**config.mk**
```make
export PLATFORM = sky130hd
export DESIGN_NAME = rooth_clint
export DESIGN_NICKNAME = d
export VERILOG_FILES = /design/src/rtl/rooth_clint_pkg.sv /design/src/rtl/rooth_clint_int_sync.sv /design/src/rtl/rooth_clint.sv
export SDC_FILE = /design/constraint.sdc
export NUM_CORES = 1
export LEC_CHECK = 0
export CAP_MARGIN = 30
export CORE_MARGIN = 2
export CORE_UTILIZATION = 35
export CTS_CLUSTER_SIZE = 10
export DETAILED_ROUTE_END_ITERATION = 10
export PLACE_DENSITY = 0.86
export SLEW_MARGIN = 0
export SYNTH_ARGS = -nofsm -noshare
export SYNTH_HDL_FRONTEND = slang
export SYNTH_SLANG_ARGS = --single-unit
```
**constraint.sdc**
```tcl
create_clock -name clk -period 1.7 [get_ports clk]
set_input_delay 0.17 -clock clk [delete_from_list [all_inputs] [get_ports clk]]
set_output_delay 0.17 -clock clk [all_outputs]
set_load 0.01 [all_outputs]
```
**src/rtl/rooth_clint_pkg.sv**
```systemverilog
// Shared types and constants for the rooth core-local interrupt/trap sequencer.
package rooth_clint_pkg;

  typedef enum logic [2:0] {
    S_IDLE    = 3'd0,
    S_MSTATUS = 3'd1,
    S_MEPC    = 3'd2,
    S_MCAUSE  = 3'd3,
    S_ASSERT  = 3'd4,
    S_MRET    = 3'd5
  } clint_state_e;

  localparam int unsigned CSR_ADDR_W = 12;

  localparam logic [CSR_ADDR_W-1:0] CSR_MSTATUS = 12'h300;
  localparam logic [CSR_ADDR_W-1:0] CSR_MEPC    = 12'h341;
  localparam logic [CSR_ADDR_W-1:0] CSR_MCAUSE  = 12'h342;

  localparam logic [31:0] CAUSE_ECALL   = 32'd11;
  localparam logic [31:0] CAUSE_EBREAK  = 32'd3;
  localparam logic [31:0] CAUSE_EXT_INT = 32'h8000_000B;

  localparam int unsigned MSTATUS_MIE_BIT  = 3;
  localparam int unsigned MSTATUS_MPIE_BIT = 7;

endpackage

```
**src/rtl/rooth_clint_int_sync.sv**
```systemverilog
// Parameterised 2-flop synchronizer for the external interrupt lines (used under CLINT_INT_SYNC_EN).
module clint_int_sync #(
  parameter int unsigned WIDTH = 8
) (
  input  logic             clk,
  input  logic             rst_n,
  input  logic [WIDTH-1:0] i_d,
  output logic [WIDTH-1:0] o_q
);

  logic [WIDTH-1:0] r_meta;
  logic [WIDTH-1:0] r_sync;

  always_ff @(posedge clk or negedge rst_n) begin
    if (!rst_n) begin
      r_meta <= '0;
      r_sync <= '0;
    end else begin
      r_meta <= i_d;
      r_sync <= r_meta;
    end
  end

  assign o_q = r_sync;

endmodule

```
**src/rtl/rooth_clint.sv**
```systemverilog
// Core-local interrupt/trap sequencer: freezes the pipeline, writes mstatus/mepc/mcause, then redirects fetch.
// Define CLINT_INT_SYNC_EN to pass int_flag_i through a 2-flop synchronizer before use.
module rooth_clint
  import rooth_clint_pkg::*;
#(
  parameter int unsigned CPU_WIDTH = 32,
  parameter int unsigned INT_NUM   = 8
) (
  input  logic                  clk,
  input  logic                  rst_n,
  input  logic [INT_NUM-1:0]    int_flag_i,
  input  logic                  ex_valid_i,
  input  logic [CPU_WIDTH-1:0]  ex_pc_i,
  input  logic                  inst_ecall_i,
  input  logic                  inst_ebreak_i,
  input  logic                  inst_mret_i,
  input  logic                  redirect_i,
  input  logic                  jtag_halt_flag_i,
  input  logic [CPU_WIDTH-1:0]  csr_mtvec_i,
  input  logic [CPU_WIDTH-1:0]  csr_mepc_i,
  input  logic [CPU_WIDTH-1:0]  csr_mstatus_i,
  output logic                  csr_we_o,
  output logic [CSR_ADDR_W-1:0] csr_waddr_o,
  output logic [CPU_WIDTH-1:0]  csr_wdata_o,
  output logic                  hold_flag_o,
  output logic [CPU_WIDTH-1:0]  int_addr_o,
  output logic                  int_assert_o
);

  clint_state_e          r_state, w_state_nxt;
  logic [CPU_WIDTH-1:0]  r_pc, w_pc_nxt;
  logic [CPU_WIDTH-1:0]  r_cause, w_cause_nxt;
  logic                  r_csr_we, w_csr_we_nxt;
  logic [CSR_ADDR_W-1:0] r_csr_waddr, w_csr_waddr_nxt;
  logic [CPU_WIDTH-1:0]  r_csr_wdata, w_csr_wdata_nxt;
  logic [CPU_WIDTH-1:0]  r_int_addr, w_int_addr_nxt;
  logic                  r_int_assert, w_int_assert_nxt;

  logic [INT_NUM-1:0]    w_int_flag;
  logic [CPU_WIDTH-1:0]  w_mst_trap;
  logic [CPU_WIDTH-1:0]  w_mst_mret;
  logic                  w_idle, w_sync_trap, w_mret, w_ext_int, w_trigger;

`ifdef CLINT_INT_SYNC_EN
  clint_int_sync #(.WIDTH(INT_NUM)) u_int_sync (
    .clk   (clk),
    .rst_n (rst_n),
    .i_d   (int_flag_i),
    .o_q   (w_int_flag)
  );
`else
  assign w_int_flag = int_flag_i;
`endif

  // Event detection; external interrupts are deferred (not dropped) across redirects and debug halt.
  assign w_idle      = (r_state == S_IDLE);
  assign w_sync_trap = ex_valid_i && (inst_ecall_i || inst_ebreak_i);
  assign w_mret      = ex_valid_i && inst_mret_i;
  assign w_ext_int   = ex_valid_i && (|w_int_flag) && csr_mstatus_i[MSTATUS_MIE_BIT]
                       && !redirect_i && !jtag_halt_flag_i;
  assign w_trigger   = w_idle && (w_sync_trap || w_mret || w_ext_int);
  assign hold_flag_o = (!w_idle && (r_state != S_ASSERT)) || w_trigger;

  always_comb begin
    w_mst_trap                   = csr_mstatus_i;
    w_mst_trap[MSTATUS_MPIE_BIT] = csr_mstatus_i[MSTATUS_MIE_BIT];
    w_mst_trap[MSTATUS_MIE_BIT]  = 1'b0;
    w_mst_mret                   = csr_mstatus_i;
    w_mst_mret[MSTATUS_MIE_BIT]  = csr_mstatus_i[MSTATUS_MPIE_BIT];
    w_mst_mret[MSTATUS_MPIE_BIT] = 1'b1;
  end

  // Next state plus the values the output registers take in that next state.
  always_comb begin
    w_state_nxt      = r_state;
    w_pc_nxt         = r_pc;
    w_cause_nxt      = r_cause;
    w_csr_we_nxt     = 1'b0;
    w_csr_waddr_nxt  = '0;
    w_csr_wdata_nxt  = '0;
    w_int_addr_nxt   = '0;
    w_int_assert_nxt = 1'b0;
    case (r_state)
      S_IDLE: begin
        if (w_sync_trap || (!w_mret && w_ext_int)) begin
          w_state_nxt     = S_MSTATUS;
          w_pc_nxt        = ex_pc_i;
          w_cause_nxt     = w_sync_trap ? (inst_ecall_i ? CPU_WIDTH'(CAUSE_ECALL)
                                                        : CPU_WIDTH'(CAUSE_EBREAK))
                                        : CPU_WIDTH'(CAUSE_EXT_INT);
          w_csr_we_nxt    = 1'b1;
          w_csr_waddr_nxt = CSR_MSTATUS;
          w_csr_wdata_nxt = w_mst_trap;
        end else if (w_mret) begin
          w_state_nxt     = S_MRET;
          w_csr_we_nxt    = 1'b1;
          w_csr_waddr_nxt = CSR_MSTATUS;
          w_csr_wdata_nxt = w_mst_mret;
        end
      end
      S_MSTATUS: begin
        w_state_nxt     = S_MEPC;
        w_csr_we_nxt    = 1'b1;
        w_csr_waddr_nxt = CSR_MEPC;
        w_csr_wdata_nxt = r_pc;
      end
      S_MEPC: begin
        w_state_nxt     = S_MCAUSE;
        w_csr_we_nxt    = 1'b1;
        w_csr_waddr_nxt = CSR_MCAUSE;
        w_csr_wdata_nxt = r_cause;
      end
      S_MCAUSE: begin
        w_state_nxt      = S_ASSERT;
        w_int_assert_nxt = 1'b1;
        w_int_addr_nxt   = csr_mtvec_i;
      end
      S_MRET: begin
        w_state_nxt      = S_ASSERT;
        w_int_assert_nxt = 1'b1;
        w_int_addr_nxt   = csr_mepc_i;
      end
      S_ASSERT: w_state_nxt = S_IDLE;
      default:  w_state_nxt = S_IDLE;
    endcase
  end

  always_ff @(posedge clk or negedge rst_n) begin
    if (!rst_n) begin
      r_state      <= S_IDLE;
      r_pc         <= '0;
      r_cause      <= '0;
      r_csr_we     <= 1'b0;
      r_csr_waddr  <= '0;
      r_csr_wdata  <= '0;
      r_int_addr   <= '0;
      r_int_assert <= 1'b0;
    end else begin
      r_state      <= w_state_nxt;
      r_pc         <= w_pc_nxt;
      r_cause      <= w_cause_nxt;
      r_csr_we     <= w_csr_we_nxt;
      r_csr_waddr  <= w_csr_waddr_nxt;
      r_csr_wdata  <= w_csr_wdata_nxt;
      r_int_addr   <= w_int_addr_nxt;
      r_int_assert <= w_int_assert_nxt;
    end
  end

  assign csr_we_o     = r_csr_we;
  assign csr_waddr_o  = r_csr_waddr;
  assign csr_wdata_o  = r_csr_wdata;
  assign int_addr_o   = r_int_addr;
  assign int_assert_o = r_int_assert;

endmodule

```
==> results.md <==
- Status: finished with violations
- Violated checks: negative setup slack
- CTS Buf Count: 9
- Largest net degree at the start of global routing: 51
- Die area: about 13000 µm²
- Area of the mapped netlist: between 4000 and 5000 µm²
- Critical setup path kind: reg2out
- Die Wd: between 100 and 150 µm
- PwrDens: around 1500 nW/µm²
- Worst path cell trace: or3_4 -> buf_6 -> a21oi_4 -> or3_1 -> buf_2
- Yosys top cell area share: 0.6392
- Largest cells by area after synthesis: dfrtp_1, a22o_1, mux2_4
- Area growth from synthesis to layout: 70.07%
- Top cells by count, synth: dfrtp_1, a22o_1, mux2_4
- R2R Path Start: r_state[2]
- Post-Route Skew: around 0.0042 ns
- Setup_tns: -3.320 ns
- Finish-stage setup viols: 56
- Final worst slack: -0.1422 ns
- Starting density of the core: 0.3622
- Most frequent cell after synthesis: dfrtp_1
- Period utilisation layout: 1.084
- CORE AREA: between 10000 and 15000 µm²
- IO buf count: 215
- Final GP Congestion: just under 0.8
- DP Wirelength: between 8000 and 9000 µm
- Syn. warnings: 0
- CP endpoint kind: output port
- Number of remaining DRC errors: 0
- CTS tree: done
- CP max-delay cell: or3_4
- Worst Path Arrival: 1.67 ns
- Peak Freq: ~0.54 GHz
- CP Data Required Time: 1.53 ns
- Synth async-reset ratio: 1.000
- GRT Total Usage: 0.1901
- Worst hold-check path type: in2async
- Nets: 658
- Final Instance Area: 7124 µm²
- Die height: around 110 µm
- Max VDD drop: between 0.0007 and 0.0008 V
- Wirelength, routed: about 12000 µm
- Vias: between 3k and 4k
- RSZ-0062 raised after global routing: yes
- Rows: 39
- Max stage delay on crit path: between 0.4 and 0.5 ns
- TritonCTS Sinks: ~110
- Sequential fraction of the synthesis area: 0.6392
- IO Count: 223
- Register area: 2678 µm²
- Clk pin slew, worst setup/hold paths: roughly 0.07 ns
- Syn avg cell area: about 15 µm²
- Synth Register Bits: around 110
- Area after DPL: 6614 µm²
- H-tree depth: 3
- First-pass GRT wire length: around 19000 µm
- Static leakage: around 0.0032 µW
- Initial antenna violation count: 0
- DR iter-0 viols: 207
- Via density: 4.930
- DRT Pass-1 Iters: 6
- Post-Syn Instances: about 280
- Fillers: roughly 890
- Antenna-violating nets left: 0
- Routed len/inst: ~18 µm
- R2R cell count: 6
- Final Critical Period: about 1.8 ns
- Number of global-route vias before repair: about 3.5k
- Crit path max fanout: 4
- Post-synth EDFFs: 0
- N_diodes: 0
- Flop2flop setup slack: -0.10 ns
- Footprint of the multi-input gates: roughly 1400 µm²
- Layout cells sized above 1: 0.1815
- Overflow after GRT: 0
- Max cap viols: 0
- Fin. max-slew vios: 0
- CTS root buf: clkbuf_16
- CTS max path bufs: 2
- Worst skew pair latency: approximately 0.34 ns
- Fin. Hold Viols: 0
- Synth Flop Type: dfrtp_1
- CP startpoint kind: register
- Yosys top cell by area: dfrtp_1
- Worst R2R End: r_pc[9]
- Yosys cell types: 38
-- registers in the layout, summed over array words and instances (netlist names) --
name / count
csr_waddr_o: 4
csr_wdata_o: 32
int_addr_o: 32
int_assert_o: 1
r_cause: 3
r_pc: 32
r_state: 3
-- worst max-delay path by stage --
stage / startpoint / end
2_1_floorplan: r_state[2] / r_pc[10]
3_3_place_gp: int_flag_i[1] / hold_flag_o
3_5_place_dp: int_flag_i[5] / hold_flag_o
4_1_cts: r_state[1] / hold_flag_o
5_1_grt: r_state[2] / hold_flag_o
6_report: r_state[2] / hold_flag_o
-- metrics by stage --
step / total power, µW / cells / setup slack [ns] / utilization / hold WS (ns)
2_1_floorplan: 6160 / 282 / -0.01852 / - / -0.1256
3_3_place_gp: 8160 / 633 / -0.4568 / 0.5719 / 0.02656
3_5_place_dp: 8306 / 633 / -0.5120 / 0.5719 / 0.02955
4_1_cts: 10680 / 660 / -0.1394 / 0.6134 / 0.1909
5_1_grt: 11170 / 661 / -0.1781 / 0.6160 / 0.2146
6_report: 10610 / 661 / -0.1422 / 0.6160 / 0.2127
-- where the power goes --
| group | internal (µW) | leakage, µW | switching (µW) |
|---|---|---|---|
| clock network | 1110 | 0.000141 | 886 |
| registers | 3540 | 0.00138 | 443 |
| logic | 2860 | 0.00172 | 1760 |
-- kinds of logic (layout without fill, tap and decap cells) --
kind of cell | count (synthesis) | count (layout) | synth area share
DFF | 107 | 107 | 0.6392
AOI/OAI and AO/OA | 75 | 75 | 0.1592
muxes | 32 | 32 | 0.1111
and+or+nand+nor | 30 | 30 | 0.04570
buffers and inverters | 30 | 266 | 0.04181
other | 1 | 7 | 0.0008952
xor gates and xnor gates | 1 | 1 | 0.002091
-- area by class of cell --
class / count / share of cell area
sequential: 107 / 0.3758
tap: 143 / 0.02511
clock inverter: 3 / 0.002986
inverter: 1 / 0.0005269
clock buffer: 12 / 0.03741
multi-input combinational: 145 / 0.1978
timing repair buffer: 250 / 0.3604
-- metal layers --
layer,GRT usage,share of wire,vias up
met2,0.3457,0.53,172
li1,-,-,1472
met3,0.06642,0.081,9
met4,0.04228,0.011,0
met5,0,0,-
met1,0.2156,0.37,1606
-- critical path, delay by kind of cell (launching register included) --
kind            cells  cell delay (ns)
simple gates        2             0.56
flops               1             0.39
buf+inv             2             0.27
compound gates      1             0.11
-- timing repair --
item                       in CTS  in global routing
buffers inserted                8                  1
pin swaps                      10                  5
hold buffers                    1                  0
gates resized for setup        23                  5
setup endpoints to repair      49                 67
hold endpoints to repair      107                  0
gates cloned                    3                  0
-- placed cells by master (no fill, tap or decap), drive strengths merged, types with 2 or more instances in the layout --
master         count
clkdlybuf4s50    206
dfrtp            107
a22o              60
buf               36
mux2              32
clkbuf            12
nor2               8
conb               7
dlygate4sd2        6
a21oi              6
nand2              3
a221o              3
or3                3
or2                3
and3               2
and3b              2
nor4               2
inv                2
Power figures use the tool's default switching activity.
